===== src/rtl/grid_state_monitor_pkg.sv =====
// Shared types and default thresholds for the grid state monitor.
// Default thresholds are provided so a top level can tie the threshold ports off.
package grid_state_monitor_pkg;

    typedef enum logic [1:0] {
        GRID_NORMAL   = 2'd0,
        GRID_UNSTABLE = 2'd1,
        GRID_CRITICAL = 2'd2
    } grid_state_t;

    typedef enum logic [1:0] {
        S_FILL     = 2'd0,
        S_NORMAL   = 2'd1,
        S_UNSTABLE = 2'd2,
        S_CRITICAL = 2'd3
    } monitor_state_t;

    localparam logic [15:0] v_critico_low_adc  = 16'd1000;
    localparam logic [15:0] v_critico_high_adc = 16'd3000;
    localparam logic [15:0] v_instavel_min_adc = 16'd1800;
    localparam logic [15:0] v_instavel_max_adc = 16'd2200;
    localparam logic [15:0] i_max_adc          = 16'd4000;

    // While the window is still filling the grid is reported as unstable.
    function automatic grid_state_t to_grid(input monitor_state_t s);
        case (s)
            S_NORMAL:   return GRID_NORMAL;
            S_UNSTABLE: return GRID_UNSTABLE;
            S_CRITICAL: return GRID_CRITICAL;
            S_FILL:     return GRID_UNSTABLE;
            default:    return GRID_UNSTABLE;
        endcase
    endfunction

endpackage


===== src/rtl/moving_avg_pow2.sv =====
// Moving average over a power-of-two window: circular history buffer, running sum
// and fill counter. avg_upd_o marks the cycle in which avg_o first includes a new sample.
module moving_avg_pow2 #(
    parameter int DATA_W   = 16,
    parameter int AVG_LOG2 = 2
) (
    input  logic              clk,
    input  logic              reset_n,
    input  logic              sample_valid_i,
    input  logic [DATA_W-1:0] sample_i,
    output logic [DATA_W-1:0] avg_o,
    output logic              avg_valid_o,
    output logic              avg_upd_o
);

    localparam int D      = 1 << AVG_LOG2;
    localparam int SUM_W  = DATA_W + AVG_LOG2;
    localparam int FILL_W = AVG_LOG2 + 1;

    logic [DATA_W-1:0]   hist_q [D];
    logic [AVG_LOG2-1:0] wr_ptr_q;
    logic [SUM_W-1:0]    sum_q;
    logic [SUM_W-1:0]    sum_d;
    logic [FILL_W-1:0]   fill_q;
    logic                valid_q;
    logic                upd_q;

    // The sum always covers exactly the buffer contents, so it cannot underflow.
    assign sum_d = sum_q + SUM_W'(sample_i) - SUM_W'(hist_q[wr_ptr_q]);

    // History, running sum, fill tracking; the pointer wraps by its own width.
    always_ff @(posedge clk) begin
        if (!reset_n) begin
            for (int k = 0; k < D; k++) begin
                hist_q[k] <= '0;
            end
            wr_ptr_q <= '0;
            sum_q    <= '0;
            fill_q   <= '0;
            valid_q  <= 1'b0;
            upd_q    <= 1'b0;
        end else begin
            upd_q <= sample_valid_i;
            if (sample_valid_i) begin
                hist_q[wr_ptr_q] <= sample_i;
                wr_ptr_q         <= wr_ptr_q + 1'b1;
                sum_q            <= sum_d;
                if (fill_q != FILL_W'(D)) begin
                    fill_q <= fill_q + 1'b1;
                end
                valid_q <= (fill_q >= FILL_W'(D - 1));
            end
        end
    end

    assign avg_o       = sum_q[SUM_W-1:AVG_LOG2];
    assign avg_valid_o = valid_q;
    assign avg_upd_o   = upd_q;

endmodule


===== src/rtl/grid_state_monitor.sv =====
// Grid state classifier: moving-average voltage, programmable windows, escalation
// on the next edge and debounced one-level-at-a-time de-escalation with hysteresis.
module grid_state_monitor
    import grid_state_monitor_pkg::*;
#(
    parameter int DATA_W   = 16,
    parameter int AVG_LOG2 = 2,
    parameter int DEBOUNCE = 8,
    parameter int HYST     = 16,
    parameter int CNT_W    = 16
) (
    input  logic              clk,
    input  logic              reset_n,
    input  logic              sample_valid,
    input  logic [DATA_W-1:0] grid_voltage_adc,
    input  logic [DATA_W-1:0] grid_current_sensor,
    input  logic              ml_predict_instability,
    input  logic [DATA_W-1:0] thr_crit_low,
    input  logic [DATA_W-1:0] thr_crit_high,
    input  logic [DATA_W-1:0] thr_unst_min,
    input  logic [DATA_W-1:0] thr_unst_max,
    input  logic [DATA_W-1:0] thr_i_max,
    output logic [DATA_W-1:0] measured_voltage,
    output logic              avg_valid,
    output grid_state_t       grid_state,
    output logic              state_changed,
    output logic [CNT_W-1:0]  critical_event_count
);

    localparam int CMP_W = DATA_W + 1;
    localparam int DEB_W = $clog2(DEBOUNCE + 1);
    localparam logic [CMP_W-1:0] HYST_X   = CMP_W'(HYST);
    localparam logic [DEB_W-1:0] DEB_LAST = DEB_W'(DEBOUNCE - 1);

    logic [DATA_W-1:0] avg_s;
    logic              avg_valid_s;
    logic              avg_upd_s;
    logic [DATA_W-1:0] i_q;
    logic [CMP_W-1:0]  avg_x_s;
    logic              i_over_s;
    logic              raw_crit_s;
    logic              raw_unst_s;
    logic              qual_below_crit_s;
    logic              qual_norm_s;
    monitor_state_t    raw_state_s;

    monitor_state_t    state_q;
    monitor_state_t    state_d;
    logic [DEB_W-1:0]  deb_q;
    logic [DEB_W-1:0]  deb_d;
    grid_state_t       grid_q;
    grid_state_t       grid_d;
    logic              changed_q;
    logic [CNT_W-1:0]  cnt_q;

    function automatic logic [CMP_W-1:0] ext(input logic [DATA_W-1:0] v);
        return {1'b0, v};
    endfunction

    moving_avg_pow2 #(
        .DATA_W   (DATA_W),
        .AVG_LOG2 (AVG_LOG2)
    ) u_avg (
        .clk            (clk),
        .reset_n        (reset_n),
        .sample_valid_i (sample_valid),
        .sample_i       (grid_voltage_adc),
        .avg_o          (avg_s),
        .avg_valid_o    (avg_valid_s),
        .avg_upd_o      (avg_upd_s)
    );

    assign avg_x_s    = ext(avg_s);
    assign i_over_s   = (i_q > thr_i_max);
    assign raw_crit_s = (avg_s < thr_crit_low) || (avg_s > thr_crit_high) || i_over_s;
    assign raw_unst_s = (avg_s < thr_unst_min) || (avg_s > thr_unst_max) || ml_predict_instability;

    // Hysteresis bands are compared one bit wider and without subtraction so no bound wraps.
    assign qual_below_crit_s = (avg_x_s >= ext(thr_crit_low) + HYST_X)
                            && (avg_x_s + HYST_X <= ext(thr_crit_high))
                            && !i_over_s;
    assign qual_norm_s = qual_below_crit_s
                      && (avg_x_s >= ext(thr_unst_min) + HYST_X)
                      && (avg_x_s + HYST_X <= ext(thr_unst_max))
                      && !ml_predict_instability;

    // Unfiltered class of the current average.
    always_comb begin
        raw_state_s = S_NORMAL;
        if (raw_crit_s) begin
            raw_state_s = S_CRITICAL;
        end else if (raw_unst_s) begin
            raw_state_s = S_UNSTABLE;
        end else begin
            raw_state_s = S_NORMAL;
        end
    end

    // Next state: escalation is checked first so it always beats a debounce completion.
    always_comb begin
        state_d = state_q;
        deb_d   = deb_q;
        case (state_q)
            S_FILL: begin
                deb_d = '0;
                if (avg_valid_s) begin
                    state_d = raw_state_s;
                end else begin
                    state_d = S_FILL;
                end
            end
            S_NORMAL: begin
                deb_d = '0;
                if (raw_state_s != S_NORMAL) begin
                    state_d = raw_state_s;
                end else begin
                    state_d = S_NORMAL;
                end
            end
            S_UNSTABLE: begin
                if (raw_state_s == S_CRITICAL) begin
                    state_d = S_CRITICAL;
                    deb_d   = '0;
                end else if (!qual_norm_s) begin
                    deb_d = '0;
                end else if (avg_upd_s) begin
                    if (deb_q == DEB_LAST) begin
                        state_d = S_NORMAL;
                        deb_d   = '0;
                    end else begin
                        deb_d = deb_q + 1'b1;
                    end
                end else begin
                    deb_d = deb_q;
                end
            end
            S_CRITICAL: begin
                if (!qual_below_crit_s) begin
                    deb_d = '0;
                end else if (avg_upd_s) begin
                    if (deb_q == DEB_LAST) begin
                        state_d = S_UNSTABLE;
                        deb_d   = '0;
                    end else begin
                        deb_d = deb_q + 1'b1;
                    end
                end else begin
                    deb_d = deb_q;
                end
            end
            default: begin
                state_d = S_FILL;
                deb_d   = '0;
            end
        endcase
    end

    assign grid_d = to_grid(state_d);

    // State register with registered telemetry outputs and captured current sample.
    always_ff @(posedge clk) begin
        if (!reset_n) begin
            state_q   <= S_FILL;
            deb_q     <= '0;
            grid_q    <= GRID_UNSTABLE;
            changed_q <= 1'b0;
            cnt_q     <= '0;
            i_q       <= '0;
        end else begin
            state_q   <= state_d;
            deb_q     <= deb_d;
            grid_q    <= grid_d;
            changed_q <= (grid_d != grid_q);
            if ((state_d == S_CRITICAL) && (state_q != S_CRITICAL) && (cnt_q != {CNT_W{1'b1}})) begin
                cnt_q <= cnt_q + 1'b1;
            end
            if (sample_valid) begin
                i_q <= grid_current_sensor;
            end
        end
    end

    assign measured_voltage     = avg_s;
    assign avg_valid            = avg_valid_s;
    assign grid_state           = grid_q;
    assign state_changed        = changed_q;
    assign critical_event_count = cnt_q;

endmodule


===== config.mk =====
export PLATFORM = sky130hd
export DESIGN_NAME = grid_state_monitor
export DESIGN_NICKNAME = d
export VERILOG_FILES = /design/src/rtl/grid_state_monitor_pkg.sv /design/src/rtl/moving_avg_pow2.sv /design/src/rtl/grid_state_monitor.sv
export SDC_FILE = /design/constraint.sdc
export NUM_CORES = 1
export LEC_CHECK = 0
export BUFFER_PORTS_ARGS = -buffer_cell sky130_fd_sc_hd__buf_2
export CAP_MARGIN = 20
export CORE_UTILIZATION = 55
export DETAILED_ROUTE_END_ITERATION = 7
export PLACE_DENSITY = 0.88
export SLEW_MARGIN = 20
export SYNTH_ARGS = -nofsm -noshare
export SYNTH_HDL_FRONTEND = slang
export SYNTH_SLANG_ARGS = --single-unit

===== constraint.sdc =====
create_clock -name clk -period 6.64 [get_ports clk]
set_input_delay 0.996 -clock clk [delete_from_list [all_inputs] [get_ports clk]]
set_output_delay 0.996 -clock clk [all_outputs]
set_load 0.01 [all_outputs]

==> key figures <==
Status
  • Status: complete, no violations

Timing
  • Slew Limit Fails: 0
  • Period utilisation layout: 0.700
  • Hold WS: 0.481 ns
  • Layout Skew: 0.00817 ns
  • Fmax: 215 MHz
  • Final setup vio count: 0
  • Sum Neg Setup Slack: 0 ns
  • Slew headroom: 0.404
  • Hold Vio Cnt, Final: 0
  • Least-Margin Pin Slew: 0.894 ns
  • RSZ-0062 raised after global routing: no
  • Crit path time final: 4.65 ns

Global routing
  • Global route total overflow: 0
  • Total routing usage reported by global routing: 0.270
  • Initial antenna violation count: 0
  • Largest net degree at the start of global routing: 46
  • Vias in the first global route: 8674
  • First-pass GRT wire length: 42000 um

Clock network
  • Post-CTS Setup Bufs: 0
  • Post-cts resize count: 0
  • CTS tree: yes
  • Cts bufs inserted: 17
  • CTS sink cnt: 132
  • Clock Tree Buf Depth: 2
  • Worst-Skew Late Latency: 0.42 ns
  • H-tree Lvls: 4
  • Clock transition at the registers of the reported paths: 0.06 ns
  • CTS root buffer: clkbuf_16
  • Hold buffer count at cts: 0

Worst hold path
  • Min-delay worst type: reg2reg

Finish
  • Layout cells sized above 1: 0.170
  • Commonest cells after routing, fill and taps aside: 167 x inv_1, 155 x ha_1, 151 x buf_2
  • Nets: 1566
  • Final cell count without fillers: 1526
  • Design Area, Final: 0.0120 mm^2
  • Ant diodes: 0
  • Area grow syn2layout: 13.9%
  • Most common cell after layout, fill and taps aside: inv_1

Logic synthesis
  • Syn Inst Count: 1147
  • Yosys cell types: 68
  • #FFs+latches synth: 132
  • Mapped Avg Cell Area: 9.21 um^2
  • EDFF count, synth: 64
  • Synth async-reset ratio: 0
  • Net Count, Synth: 1434
  • Synth Cell Area: 0.0106 mm^2
  • Top FF cell, synth: dfxtp_1
  • YS warnings: 0
  • Sequential area share after synthesis: 0.311

Detailed routing
  • Post-route ant nets: 0
  • Drt wl/cell: 17.1 um
  • Iteration-0 DRC Markers: 452
  • Via count: 8861
  • WL met2: 12600 um
  • WL met3: 1860 um
  • DR DRC count: 0
  • Post-Route WL: 26200 um
  • Met1 WL: 10800 um
  • Top layer in use: met4
  • Drt pass-1 iters: 5
  • Via/cell ratio: 5.81

Critical path
  • WS Path Type: reg2reg
  • Data arrival, critical path: 4.97 ns
  • Critical Path RT: 6.97 ns
  • Critical path peak fanout: 11
  • Crit. End Element: flop
  • CP Launch Type: flop

Pwr
  • Switching share of total power: 0.406
  • Logic pwr share: 0.456
  • Clk pwr share: 0.249
  • Int Power: 0.00232 W
  • Switch Pwr: 0.00159 W
  • Worst VDD drop: 0.280 mV
  • Leakage: 5.72 nW
  • PD cells: 325 mW/mm^2
  • Flop pwr share: 0.295

Place
  • Buffers on Ports: 151
  • Dpl cells: 1494
  • Post-placement cell area: 0.0114 mm^2
  • RePlAce Congestion: 0.956
  • DP HPWL: 20100 um

Die
  • Core area: 0.0188 mm^2
  • Starting density of the core: 0.563
  • Die H: 141 um
  • Die ar.: 0.0198 mm^2
  • IO Pins: 152
  • Rows: 50
  • Die Width: 141 um

Run
  • Max Cap Viol: 0
[power groups by stage]
stage,logic (W),registers (W),clock network [W]
detailed placement,0.00175,0.00116,0
global placement,0.00167,0.00115,0
floorplan,0.00137,0.00107,0
global route,0.00200,0.00116,0.00102
CTS,0.00176,0.00114,0.000982
finish,0.00178,0.00115,0.000973
[final cells by class]
type / instances / area (um^2)
fill: 1505 / 6730
multi-input combinational: 803 / 6410
sequential: 132 / 3280
timing repair buffer: 157 / 801
inverter: 168 / 631
clock buffer: 19 / 443
tap: 234 / 293
clock inverter: 13 / 170
[cell families (layout without fill, tap and decap cells)]
family	Yosys count	count (layout)	synth area share
multiplexers	43	43	0.0597
AND/OR/NAND/NOR	347	347	0.172
buffers and inverters	212	357	0.0824
adder cells (fa/ha/maj)	171	171	0.214
AO/OA/AOI/OAI	183	183	0.113
flip-flops	132	132	0.311
XOR/XNOR	59	59	0.0489
[synth_stat cells, drive strengths merged (3+ instances only)]
| cell | n | area share |
|---|---|---|
| dfxtp | 68 | 0.13 |
| clkbuf | 19 | 0.0067 |
| nand3 | 38 | 0.018 |
| mux2i | 27 | 0.026 |
| inv | 167 | 0.059 |
| nand2b | 9 | 0.0053 |
| a31oi | 4 | 0.0024 |
| nand4 | 25 | 0.015 |
| and2 | 37 | 0.022 |
| or3 | 7 | 0.0041 |
| ha | 155 | 0.18 |
| xnor2 | 51 | 0.042 |
| a211oi | 14 | 0.010 |
| nor2 | 97 | 0.034 |
| a22oi | 3 | 0.0021 |
| and3 | 3 | 0.0018 |
| o211ai | 5 | 0.0036 |
| fa | 16 | 0.030 |
| a221oi | 3 | 0.0031 |
| a21oi | 58 | 0.028 |
| a21boi | 3 | 0.0021 |
| buf | 25 | 0.016 |
| o21ai | 38 | 0.018 |
| nor3 | 25 | 0.014 |
| nor4 | 21 | 0.015 |
| edfxtp | 64 | 0.18 |
| or2 | 4 | 0.0024 |
| a21o | 17 | 0.012 |
| nand2 | 51 | 0.018 |
| or4 | 7 | 0.0050 |
| o31ai | 5 | 0.0036 |
| nor2b | 9 | 0.0053 |
| o21a | 4 | 0.0028 |
| mux4 | 16 | 0.034 |
| and4 | 6 | 0.0050 |
| xor2 | 8 | 0.0066 |
| nand4b | 4 | 0.0033 |
| a41oi | 3 | 0.0025 |
| a2111oi | 4 | 0.0033 |
[flip-flops by register name, indices dropped and copies added (netlist names), named ones only]
register and cells:
u_avg.wr_ptr_q 2, grid_state 2, u_avg.hist_q 64, u_avg.avg_valid_o 1, u_avg.sum_q 18, state_q 2, u_avg.fill_q 3, deb_q 4
i_q 16, state_changed 1, critical_event_count 16, u_avg.avg_upd_o 1
[stage by stage]
stage | total power, W | utilization | worst slack, ns
after floorplan | 0.00244 | - | 2.38
after global placement | 0.00282 | 0.609 | 2.24
after detailed placement | 0.00290 | 0.609 | 2.11
after CTS | 0.00388 | 0.641 | 2.07
after global routing | 0.00419 | 0.641 | 1.71
final | 0.00391 | 0.641 | 1.99
[critical path: stages, from the launching register on]
cell,delay (ns)
dfxtp_1,0.70
inv_1,0.17
nor4_1,0.45
nand3_1,0.17
or3_1,0.37
xnor2_1,0.25
ha_1,0.30
a21oi_1,0.16
or3b_1,0.36
nor4_1,0.28
o21bai_1,0.16
or3_1,0.39
o41a_1,0.42
xnor2_1,0.14
a221oi_1,0.24
[metal layers]
| layer | up-vias | GRT usage |
|---|---|---|
| met5 | - | 0 |
| met4 | 0 | 0.118 |
| met3 | 68 | 0.0455 |
| met2 | 370 | 0.464 |
| met1 | 4123 | 0.335 |
| li1 | 4300 | - |
[path summary, 6_finish.rpt]
path                              endpoint  depth (start not counted)                    startpoint  slack [ns]
setup / recovery  state_changed$_SDFF_PN0_                         14  u_avg.sum_q[12]$_SDFFE_PN0P_        1.99
hold / removal    state_changed$_SDFF_PN0_                          1      grid_state[0]$_SDFF_PN1_        0.48
setup reg to reg  state_changed$_SDFF_PN0_                         14  u_avg.sum_q[12]$_SDFFE_PN0P_        1.99
hold reg to reg   state_changed$_SDFF_PN0_                          1      grid_state[0]$_SDFF_PN1_        0.48
No activity file was read; power rests on OpenSTA's default activity.
